### config.mk
export PLATFORM = sky130hd
export DESIGN_NAME = axi4lite_dist
export DESIGN_NICKNAME = d
export VERILOG_FILES = /design/src/rtl/axi4lite_defs_pkg.sv /design/src/rtl/axi4lite_dist_dec.sv /design/src/rtl/axi4lite_dist.sv
export SDC_FILE = /design/constraint.sdc
export NUM_CORES = 1
export LEC_CHECK = 0
export ABC_AREA = 0
export CORE_AREA = 3 3 168 170
export DETAILED_ROUTE_END_ITERATION = 6
export DIE_AREA = 0 0 171 173
export PLACE_DENSITY = 0.54
export SYNTH_ARGS = -nofsm -noshare
export SYNTH_HDL_FRONTEND = slang
export SYNTH_SLANG_ARGS = --single-unit
### constraint.sdc
create_clock -name clk_i -period 2.22 [get_ports clk_i]
set_input_delay 0.444 -clock clk_i [delete_from_list [all_inputs] [get_ports clk_i]]
set_output_delay 0.444 -clock clk_i [all_outputs]
set_load 0.01 [all_outputs]
### src/rtl/axi4lite_defs_pkg.sv
`default_nettype none
// ============================================================================
// Package     : axi4lite_defs
// Description : Shared AXI4-Lite response codes, port count and the state
//               encodings of the write/read channel FSMs in axi4lite_dist.
// Revision    : 1.0 - initial release
// ============================================================================
package axi4lite_defs;

  localparam logic [1:0] RESP_OKAY   = 2'b00;
  localparam logic [1:0] RESP_SLVERR = 2'b10;
  localparam logic [1:0] RESP_DECERR = 2'b11;

  localparam int unsigned NUM_PORTS = 4;

  typedef enum logic [1:0] {
    W_IDLE = 2'd0,
    W_REQ  = 2'd1,
    W_RESP = 2'd2,
    W_ERR  = 2'd3
  } wr_state_t;

  typedef enum logic [1:0] {
    R_IDLE = 2'd0,
    R_REQ  = 2'd1,
    R_RESP = 2'd2,
    R_ERR  = 2'd3
  } rd_state_t;

endpackage : axi4lite_defs
`default_nettype wire

### src/rtl/axi4lite_dist_dec.sv
`default_nettype none
// ============================================================================
// Module      : axi4lite_dist_dec
// Description : Combinational address decoder for the 1-to-4 AXI4-Lite
//               router. Extracts the 2-bit port-select field and flags
//               accesses to ports that are not present.
// Ports       : addr - 32-bit access address
//               sel  - selected port index
//               err  - 1 when the selected port is disabled (DECERR)
// Revision    : 1.0 - initial release
// ============================================================================
module axi4lite_dist_dec #(
  parameter int unsigned ADDR_SEL_LO = 24,
  parameter logic [3:0]  PORT_EN     = 4'b1111
) (
  input  logic [31:0] addr,
  output logic [1:0]  sel,
  output logic        err
);

  assign sel = addr[ADDR_SEL_LO +: 2];
  assign err = ~PORT_EN[sel];

endmodule : axi4lite_dist_dec
`default_nettype wire

### src/rtl/axi4lite_dist.sv
`default_nettype none
// ============================================================================
// Module      : axi4lite_dist
// Description : 1-to-4 AXI4-Lite address router (SPI, UART, GPIO, timer).
//               One outstanding write and one outstanding read, handled by
//               two independent FSMs. Accesses to disabled ports are
//               answered internally with DECERR and never reach a peripheral.
// Ports       : clk_i / rst_i        - clock, asynchronous active-low reset
//               inport_*             - single upstream AXI4-Lite slave port
//               outport_*            - four downstream master ports; valids
//                                      and readies are one-hot, address and
//                                      data are broadcast from registers,
//                                      response buses are packed per port
// Revision    : 1.0 - initial release
// ============================================================================
module axi4lite_dist
  import axi4lite_defs::*;
#(
  parameter int unsigned ADDR_SEL_LO = 24,
  parameter logic [3:0]  PORT_EN     = 4'b1111
) (
  input  logic          clk_i,
  input  logic          rst_i,
  // upstream
  input  logic          inport_awvalid_i,
  output logic          inport_awready_o,
  input  logic [31:0]   inport_awaddr_i,
  input  logic          inport_wvalid_i,
  output logic          inport_wready_o,
  input  logic [31:0]   inport_wdata_i,
  input  logic [3:0]    inport_wstrb_i,
  output logic          inport_bvalid_o,
  input  logic          inport_bready_i,
  output logic [1:0]    inport_bresp_o,
  input  logic          inport_arvalid_i,
  output logic          inport_arready_o,
  input  logic [31:0]   inport_araddr_i,
  output logic          inport_rvalid_o,
  input  logic          inport_rready_i,
  output logic [31:0]   inport_rdata_o,
  output logic [1:0]    inport_rresp_o,
  // downstream
  output logic [3:0]    outport_awvalid_o,
  input  logic [3:0]    outport_awready_i,
  output logic [31:0]   outport_awaddr_o,
  output logic [3:0]    outport_wvalid_o,
  input  logic [3:0]    outport_wready_i,
  output logic [31:0]   outport_wdata_o,
  output logic [3:0]    outport_wstrb_o,
  input  logic [3:0]    outport_bvalid_i,
  output logic [3:0]    outport_bready_o,
  input  logic [7:0]    outport_bresp_i,
  output logic [3:0]    outport_arvalid_o,
  input  logic [3:0]    outport_arready_i,
  output logic [31:0]   outport_araddr_o,
  input  logic [3:0]    outport_rvalid_i,
  output logic [3:0]    outport_rready_o,
  input  logic [127:0]  outport_rdata_i,
  input  logic [7:0]    outport_rresp_i
);

  // --------------------------------------------------------------------------
  // Write channel state
  // --------------------------------------------------------------------------
  wr_state_t   wstate, wstate_nx;
  logic        aw_held_q, w_held_q;
  logic        aw_done_q, w_done_q;
  logic [31:0] awaddr_q;
  logic [31:0] wdata_q;
  logic [3:0]  wstrb_q;
  logic [1:0]  wsel_q;

  logic        aw_accept, w_accept;
  logic        out_aw_fire, out_w_fire;
  logic        wr_start, wr_finish;
  logic [31:0] wdec_addr;
  logic [1:0]  wdec_sel;
  logic        wdec_err;

  // --------------------------------------------------------------------------
  // Read channel state
  // --------------------------------------------------------------------------
  rd_state_t   rstate, rstate_nx;
  logic [31:0] araddr_q;
  logic [1:0]  rsel_q;
  logic        ar_accept;
  logic [1:0]  rdec_sel;
  logic        rdec_err;

  // The write address may arrive in the same cycle the FSM leaves IDLE, so
  // decode from the live bus until it has been captured.
  assign wdec_addr = aw_held_q ? awaddr_q : inport_awaddr_i;

  axi4lite_dist_dec #(
    .ADDR_SEL_LO (ADDR_SEL_LO),
    .PORT_EN     (PORT_EN)
  ) u_wdec (
    .addr (wdec_addr),
    .sel  (wdec_sel),
    .err  (wdec_err)
  );

  axi4lite_dist_dec #(
    .ADDR_SEL_LO (ADDR_SEL_LO),
    .PORT_EN     (PORT_EN)
  ) u_rdec (
    .addr (inport_araddr_i),
    .sel  (rdec_sel),
    .err  (rdec_err)
  );

  assign outport_awaddr_o = awaddr_q;
  assign outport_wdata_o  = wdata_q;
  assign outport_wstrb_o  = wstrb_q;
  assign outport_araddr_o = araddr_q;

  // --------------------------------------------------------------------------
  // Write FSM: state and holding registers
  // --------------------------------------------------------------------------
  always_ff @(posedge clk_i or negedge rst_i) begin
    if (!rst_i) begin
      wstate    <= W_IDLE;
      aw_held_q <= 1'b0;
      w_held_q  <= 1'b0;
      aw_done_q <= 1'b0;
      w_done_q  <= 1'b0;
      awaddr_q  <= '0;
      wdata_q   <= '0;
      wstrb_q   <= '0;
      wsel_q    <= '0;
    end else begin
      wstate <= wstate_nx;
      if (aw_accept) begin
        awaddr_q  <= inport_awaddr_i;
        aw_held_q <= 1'b1;
      end
      if (w_accept) begin
        wdata_q  <= inport_wdata_i;
        wstrb_q  <= inport_wstrb_i;
        w_held_q <= 1'b1;
      end
      if (wr_start) begin
        wsel_q <= wdec_sel;
      end
      if (out_aw_fire) begin
        aw_done_q <= 1'b1;
      end
      if (out_w_fire) begin
        w_done_q <= 1'b1;
      end
      if (wr_finish) begin
        aw_held_q <= 1'b0;
        w_held_q  <= 1'b0;
        aw_done_q <= 1'b0;
        w_done_q  <= 1'b0;
      end
    end
  end

  // --------------------------------------------------------------------------
  // Write FSM: next state and outputs
  // --------------------------------------------------------------------------
  always_comb begin
    wstate_nx         = wstate;
    inport_awready_o  = 1'b0;
    inport_wready_o   = 1'b0;
    inport_bvalid_o   = 1'b0;
    inport_bresp_o    = RESP_OKAY;
    outport_awvalid_o = '0;
    outport_wvalid_o  = '0;
    outport_bready_o  = '0;
    aw_accept         = 1'b0;
    w_accept          = 1'b0;
    out_aw_fire       = 1'b0;
    out_w_fire        = 1'b0;
    wr_start          = 1'b0;
    wr_finish         = 1'b0;

    unique case (wstate)
      W_IDLE: begin
        // Both readies stay high together while nothing is held.
        inport_awready_o = ~aw_held_q;
        inport_wready_o  = ~w_held_q;
        aw_accept        = inport_awvalid_i & ~aw_held_q;
        w_accept         = inport_wvalid_i & ~w_held_q;
        if ((aw_held_q | aw_accept) && (w_held_q | w_accept)) begin
          wr_start  = 1'b1;
          wstate_nx = wdec_err ? W_ERR : W_REQ;
        end
      end
      W_REQ: begin
        outport_awvalid_o[wsel_q] = ~aw_done_q;
        outport_wvalid_o[wsel_q]  = ~w_done_q;
        out_aw_fire = ~aw_done_q & outport_awready_i[wsel_q];
        out_w_fire  = ~w_done_q & outport_wready_i[wsel_q];
        if ((aw_done_q | out_aw_fire) && (w_done_q | out_w_fire)) begin
          wstate_nx = W_RESP;
        end
      end
      W_RESP: begin
        inport_bvalid_o          = outport_bvalid_i[wsel_q];
        inport_bresp_o           = outport_bresp_i[{wsel_q, 1'b0} +: 2];
        outport_bready_o[wsel_q] = inport_bready_i;
        if (outport_bvalid_i[wsel_q] && inport_bready_i) begin
          wr_finish = 1'b1;
          wstate_nx = W_IDLE;
        end
      end
      W_ERR: begin
        inport_bvalid_o = 1'b1;
        inport_bresp_o  = RESP_DECERR;
        if (inport_bready_i) begin
          wr_finish = 1'b1;
          wstate_nx = W_IDLE;
        end
      end
      default: wstate_nx = W_IDLE;
    endcase
  end

  // --------------------------------------------------------------------------
  // Read FSM: state and holding registers
  // --------------------------------------------------------------------------
  always_ff @(posedge clk_i or negedge rst_i) begin
    if (!rst_i) begin
      rstate   <= R_IDLE;
      araddr_q <= '0;
      rsel_q   <= '0;
    end else begin
      rstate <= rstate_nx;
      if (ar_accept) begin
        araddr_q <= inport_araddr_i;
        rsel_q   <= rdec_sel;
      end
    end
  end

  // --------------------------------------------------------------------------
  // Read FSM: next state and outputs
  // --------------------------------------------------------------------------
  always_comb begin
    rstate_nx         = rstate;
    inport_arready_o  = 1'b0;
    inport_rvalid_o   = 1'b0;
    inport_rdata_o    = '0;
    inport_rresp_o    = RESP_OKAY;
    outport_arvalid_o = '0;
    outport_rready_o  = '0;
    ar_accept         = 1'b0;

    unique case (rstate)
      R_IDLE: begin
        inport_arready_o = 1'b1;
        ar_accept        = inport_arvalid_i;
        if (inport_arvalid_i) begin
          rstate_nx = rdec_err ? R_ERR : R_REQ;
        end
      end
      R_REQ: begin
        outport_arvalid_o[rsel_q] = 1'b1;
        if (outport_arready_i[rsel_q]) begin
          rstate_nx = R_RESP;
        end
      end
      R_RESP: begin
        inport_rvalid_o          = outport_rvalid_i[rsel_q];
        inport_rdata_o           = outport_rdata_i[{rsel_q, 5'b0} +: 32];
        inport_rresp_o           = outport_rresp_i[{rsel_q, 1'b0} +: 2];
        outport_rready_o[rsel_q] = inport_rready_i;
        if (outport_rvalid_i[rsel_q] && inport_rready_i) begin
          rstate_nx = R_IDLE;
        end
      end
      R_ERR: begin
        inport_rvalid_o = 1'b1;
        inport_rdata_o  = '0;
        inport_rresp_o  = RESP_DECERR;
        if (inport_rready_i) begin
          rstate_nx = R_IDLE;
        end
      end
      default: rstate_nx = R_IDLE;
    endcase
  end

endmodule : axi4lite_dist
`default_nettype wire

==> impl_metrics.py, run 1 <==
metrics = {
    "critical_path": {
        "worst-path-max-fanout": 5,
        "crit_path_start_kind": "flop",
        "crit_path_end_kind": "output pin",
        "required_ns": 1.78,
        "type_of_the_worst_setup_path": "flop to output pin",
        "cp.arrival_ns": 1.97,
    },
    "drt": {
        "num_vias": 5189,
        "ant_nets": 0,
        "drt_iter0_drc": 149,
        "drt_pre_antenna_iters": 4,
        "per_cell_via_count_in_the_routed_design": 4.28,
        "drcViolationCount": 0,
        "finalWirelength_um": 25500,
        "detail_route.wl_per_cell_um": 21.1,
    },
    "run_status": {
        "outcome": "complete, but fails checks",
        "violations": "setup timing",
    },
    "job": {
        "cap_viol_max_count": 0,
    },
    "die": {
        "die-area_um2": 29600,
        "floorplan.initialDensity_pct": 21.1,
        "die_width_um": 171,
        "io_pins": 432,
        "rows": 60,
        "fp.dieH_um": 173,
        "core-area_um2": 26900,
    },
    "worst_hold_path": {
        "hp-class": "primary input to asynchronous set/reset pin",
    },
    "placed_design": {
        "routabilityCongestion": 0.789,
        "placed_area_um2": 10600,
        "port_buffers": 431,
        "placed_wire_length_estimate_um": 20900,
    },
    "timing": {
        "worst_hold_slack_ns": 0.0687,
        "timing.fmax_mhz": 414,
        "layout_worst_path_cycle_share_pct": 109,
        "timing.final.max_slew_violations": 0,
        "clock-skew-final_ns": 0.0159,
        "finalSetupViolCount": 31,
        "fin_ws_ns": -0.198,
        "worst_slew_margin_rel_pct": 64.0,
        "min_period_ns": 2.42,
        "max_slew.worst_pin.slew_ns": 0.540,
        "grt_setup_unrepaired": "yes",
        "hold_violations": 0,
    },
    "clock_tree": {
        "path_clk_slew_ns": 0.09,
        "tritoncts": "built",
        "cts_made_buffers": 9,
        "holdBufCountCts": 0,
        "clk_root_buffer_cell": "clkbuf_16",
        "htree_levels": 3,
        "cts_buffer_depth": 2,
        "worst_skew_late_latency_ns": 0.36,
        "tritoncts_num_sinks": 110,
    },
    "power": {
        "finalPower_mw": 14.0,
        "worst_vdd_drop_mv": 0.633,
        "power_density_nw_per_um2": 1260,
        "power_leakage_nw": 4.57,
    },
    "yosys": {
        "async_reset_ff_share_pct": 100,
        "synthDominantAreaCellType": "dfrtp_1",
        "syn-num-nets": 658,
        "synth_warnings": 0,
        "post_synth_instance_area_um2": 5660,
        "synth-edff-count": 0,
        "yosys_most_used_dff": "dfrtp_1",
        "synth_cell_type_count": 30,
        "synth.yosys.seq_area_share_pct": 48.6,
        "synth.area.top_cells": "dfrtp_1 (49%), mux2_2 (20%), mux4_2 (15%)",
        "post_synth_inst_count": 387,
        "syn_avg_cell_area_um2": 14.6,
        "synth_top_area_share_pct": 48.6,
        "synth_seq_cells": 110,
    },
    "layout": {
        "num-fill-cells": 2617,
        "layout-area-overhead-vs-synth_pct": 95.9,
        "layout.core_utilization_pct": 41.3,
        "multi_input_comb_area_um2": 2780,
        "layout.nets": 1127,
        "finish.instance_area_um2": 11100,
        "post_route_cells_drive_above_1_share_pct": 32.8,
        "area.sequential_um2": 2760,
    },
    "global_routing": {
        "grt_pass1_vias": 5756,
        "grt_pass1_wl_um": 36600,
        "grt_start_max_net_pins": 49,
        "globalRouteOverflowTotal": 0,
        "grt_usage_pct": 16.6,
        "initial_antenna_violation_count": 10,
    },
}
cell type report:
| class | instances | share of cell area [%] |
|---|---|---|
| clock inverter | 7 | 0.801 |
| sequential | 110 | 24.9 |
| inverter | 1 | 0.0338 |
| clock buffer | 9 | 2.03 |
| antenna | 9 | 0.203 |
| timing repair buffer | 488 | 43.2 |
| multi-input combinational | 246 | 25.0 |
| tap | 341 | 3.85 |
metrics by stage:
stage,setup TNS (ns),cells,setup slack [ns]
global placement,-7.66,1165,-0.288
CTS,-2.95,1197,-0.271
global route,-6.11,1211,-0.261
finish,-3.52,1211,-0.198
detailed placement,-7.76,1165,-0.296
floorplan,0,387,0.293
critical path, stage by stage, from the launching register on:
cell	delay, ns
dfrtp_2	0.43
buf_12	0.14
buf_12	0.12
buf_12	0.12
mux4_2	0.42
o21a_1	0.23
buf_2	0.16
timing repair:
item,CTS,global route
pin swaps,2,3
endpoints found under the setup margin,60,45
setup buffers,14,6
gates cloned,2,1
gates resized for setup,208,39
cell usage after synthesis (6+ instances only):
cell type	instances
nand2b_1	7
mux2_2	100
o21a_1	6
dfrtp_1	110
mux4_2	37
buf_6	9
clkbuf_1	7
nor2b_1	33
buf_2	7
buf_4	7
nor3_1	8
nor2_1	25
worst paths after layout:
check / startpoint / to / slack [ns] / cells after the start
max in group asynchronous: rst_i / wsel_q[0]$_DFFE_PN0P_ / 1.46 / 2
min in group clk_i: outport_araddr_o[0]$_DFFE_PN0P_ / outport_araddr_o[0]$_DFFE_PN0P_ / 0.50 / 1
min reg2reg: outport_araddr_o[0]$_DFFE_PN0P_ / outport_araddr_o[0]$_DFFE_PN0P_ / 0.50 / 1
min: rst_i / outport_wdata_o[2]$_DFFE_PN0P_ / 0.07 / 1
max: outport_araddr_o[24]$_DFFE_PN0P_ / inport_rresp_o[0] / -0.20 / 6
max reg2reg: outport_araddr_o[24]$_DFFE_PN0P_ / rstate[0]$_DFFE_PN0P_ / 0.21 / 8
cell usage in the layout (no fill, tap or decap), drive strengths merged, types with 5 or more instances in the layout:
cell type,Yosys,routed
buf,23,97
clkbuf,7,14
clkdlybuf4s50,0,369
dfrtp,110,110
diode,0,9
dlygate4sd2,0,10
dlymetal6s2s,0,5
mux2,104,104
mux4,41,41
nand2b,7,7
nor2,25,25
nor2b,33,33
nor3,8,8
o21a,6,6
routing by layer:
metal  share of wire (%)  global-route usage, %  up-vias  wire length [um]
met4                 2.7                   6.71        2               691
met5               0.051                      0        -                13
met3                 9.9                   6.31       25              2540
li1                    -                      -     2367                 -
met2                  54                   31.0      269             13800
met1                  33                   16.3     2526              8470
registers in the layout, summed over array words and instances, names as in the netlist:
name / cells
w_done_q: 1
outport_araddr_o: 32
w_held_q: 1
aw_done_q: 1
outport_awaddr_o: 32
wsel_q: 2
outport_wdata_o: 32
aw_held_q: 1
rstate: 2
outport_wstrb_o: 4
wstate: 2
kinds of logic (layout without fill, tap and decap cells):
| logic type | after synthesis | after routing | share of synthesized area [%] |
|---|---|---|---|
| buf+inv | 31 | 505 | 3.87 |
| flops | 110 | 110 | 48.6 |
| compound gates | 17 | 17 | 2.39 |
| other cells | 0 | 9 | 0 |
| mux | 145 | 145 | 37.2 |
| simple gates | 84 | 84 | 7.91 |
where the power goes:
| group | internal [mW] | switching [mW] | leakage (nW) |
|---|---|---|---|
| Sequential | 3.05 | 0.554 | 1.30 |
| Clock | 0.902 | 0.829 | 0.150 |
| Combinational | 5.27 | 3.36 | 3.12 |
| Total | 9.22 | 4.75 | 4.57 |
Power figures use the tool's default switching activity.
==> run 2, diff against run 1 <==
--- a/config.mk
+++ b/config.mk
@@ -6,9 +6,11 @@
 export NUM_CORES = 1
 export LEC_CHECK = 0
 export ABC_AREA = 0
+export ABC_CLOCK_PERIOD_IN_PS = 2220
 export CORE_AREA = 3 3 168 170
 export DETAILED_ROUTE_END_ITERATION = 6
 export DIE_AREA = 0 0 171 173
+export GPL_TIMING_DRIVEN = 0
 export PLACE_DENSITY = 0.54
 export SYNTH_ARGS = -nofsm -noshare
 export SYNTH_HDL_FRONTEND = slang
==> impl_metrics.py, run 2 (synthesized netlist as in run 1, its figures left out) <==
metrics = {
    "run_status": {
        "outcome": "complete, but fails checks",
        "violations": "setup timing",
    },
    "power": {
        "power_density_nw_per_um2": 1240,
        "worst_vdd_drop_mv": 0.521,
        "power_leakage_nw": 4.40,
    },
    "timing": {
        "worst_slew_margin_rel_pct": 70.5,
        "finalSetupViolCount": 38,
        "worst_hold_slack_ns": 0.490,
        "hold_violations": 0,
        "max_slew.worst_pin.slew_ns": 0.442,
        "grt_setup_unrepaired": "yes",
        "timing.fmax_mhz": 424,
        "min_period_ns": 2.36,
        "timing.setup.tns_ns": -2.49,
        "timing.final.max_slew_violations": 0,
        "layout_worst_path_cycle_share_pct": 106,
        "fin_ws_ns": -0.138,
        "clock-skew-final_ns": 0.0126,
    },
    "global_routing": {
        "globalRouteOverflowTotal": 0,
        "grt_pass1_wl_um": 36800,
        "initial_antenna_violation_count": 8,
        "grt_usage_pct": 16.7,
        "grt_pass1_vias": 5754,
        "grt_start_max_net_pins": 83,
    },
    "clock_tree": {
        "cts_buffer_depth": 2,
        "worst_skew_late_latency_ns": 0.36,
        "cts_made_buffers": 9,
        "path_clk_slew_ns": 0.09,
        "tritoncts_num_sinks": 110,
        "clk_root_buffer_cell": "clkbuf_16",
        "htree_levels": 3,
        "tritoncts": "built",
    },
    "die": {
        "io_pins": 432,
        "floorplan.initialDensity_pct": 21.1,
        "rows": 60,
        "core-area_um2": 26900,
        "fp.dieH_um": 173,
        "die_width_um": 171,
        "die-area_um2": 29600,
    },
    "drt": {
        "per_cell_via_count_in_the_routed_design": 4.29,
        "drt_pre_antenna_iters": 4,
        "finalWirelength_um": 25500,
        "detail_route.wl_per_cell_um": 21.2,
        "drcViolationCount": 0,
        "num_vias": 5153,
        "ant_nets": 0,
        "drt_iter0_drc": 124,
    },
    "critical_path": {
        "crit_path_end_kind": "output pin",
        "worst-path-max-fanout": 6,
        "ff2ff_path_depth": 5,
        "required_ns": 1.78,
        "type_of_the_worst_setup_path": "flop to output pin",
        "cp.arrival_ns": 1.91,
        "worstPathBufferInverterCount": 3,
        "crit_family": "multiplexers",
        "worst_path_largest_cell_delay_ns": 0.52,
        "crit_path_start_kind": "flop",
        "critical_path_cell_by_cell": "buf_8 > buf_12 > mux4_2 > o21a_1 > buf_6",
        "critical_path_cell_count": 5,
        "crit_path_top_delay_cell": "mux4_2",
    },
    "worst_hold_path": {
        "hold_path_depth": 1,
        "hp-class": "flop to flop",
    },
    "layout": {
        "layout.nets": 1117,
        "layout-area-overhead-vs-synth_pct": 91.2,
        "num-fill-cells": 2644,
        "mostFrequentLayoutCells": "clkdlybuf4s50_1 (370), dfrtp_1 (108), mux2_2 (100)",
        "most_common_cell_after_layout_fill_and_taps_aside": "clkdlybuf4s50_1",
        "final_cells": 1200,
        "layout.core_utilization_pct": 40.3,
        "post_route_cells_drive_above_1_share_pct": 30.6,
    },
    "placed_design": {
        "routabilityCongestion": 0.808,
        "port_buffers": 431,
        "placed_wire_length_estimate_um": 21100,
        "placedCellCount": 1160,
    },
    "job": {
        "cap_viol_max_count": 0,
    },
}
run 2: changes by cell type in the layout (fill, tap and decap cells not counted), moves of 4 or more:
cell / before / now
buf_12: 13 / 4
buf_2: 30 / 38
buf_4: 37 / 17
dlymetal6s2s_1: 5 / 1
nor2b_1: 24 / 30
nor2b_4: 8 / 3
run 2: cell type report:
class / count / area, um^2 / share of cell area [%]
Buffer: 29 / 302 / 2.78
Inverter: 1 / 3.75 / 0.0347
Clock buffer: 9 / 225 / 2.08
Tap cell: 341 / 427 / 3.94
Clock inverter: 7 / 72.6 / 0.670
Sequential cell: 110 / 2760 / 25.4
Antenna cell: 8 / 20.0 / 0.185
Timing Repair Buffer: 449 / 4300 / 39.7
Multi-Input combinational cell: 246 / 2720 / 25.1
run 2: final timing paths:
kind,end,start,slack (ns)
max in group asynchronous,outport_araddr_o[20]$_DFFE_PN0P_,rst_i,0.97
min reg2reg,outport_araddr_o[0]$_DFFE_PN0P_,outport_araddr_o[0]$_DFFE_PN0P_,0.49
max,inport_rresp_o[0],outport_araddr_o[24]$_DFFE_PN0P_,-0.14
max reg2reg,wstate[0]$_DFFE_PN0P_,wsel_q[0]$_DFFE_PN0P_,0.45
min,outport_araddr_o[0]$_DFFE_PN0P_,outport_araddr_o[0]$_DFFE_PN0P_,0.49
min in group asynchronous,outport_awaddr_o[1]$_DFFE_PN0P_,rst_i,0.51
run 2: repair_timing:
action	CTS	global route
pin swaps	1	3
cloned	0	1
setup buffers	11	5
setup endpoints to repair	58	43
resized for setup	219	31
endpoints found under the hold margin	28	0
hold buffers	1	0
run 2: worst register-to-register path: cells and delay by family (launching register included):
kind            cells  cell delay (ns)
mux                 1             0.65
compound gates      2             0.45
flops               1             0.38
buf+inv             2             0.23
run 2: where the power goes:
| group | switching, mW | internal (mW) |
|---|---|---|
| Clock | 0.859 | 0.798 |
| Sequential | 0.569 | 3.04 |
| Combinational | 3.22 | 4.93 |
run 2: stage by stage:
stage | cell area, um^2 | total power, mW | setup slack, ns
6_report | 10800 | 13.4 | -0.138
4_1_cts | 10700 | 13.4 | -0.207
2_1_floorplan | 5660 | 7.50 | 0.293
3_3_place_gp | 10400 | 11.6 | -4.16
3_5_place_dp | 10400 | 11.7 | -0.405
5_1_grt | 10800 | 14.3 | -0.204
run 2: per-layer routing:
layer | GRT usage, % | vias up | part of all wire (%)
met1 | 16.0 | 2505 | 33
met5 | 0 | - | 0
met3 | 6.74 | 32 | 11
li1 | - | 2347 | -
met2 | 30.8 | 269 | 53
met4 | 7.71 | 0 | 3.6
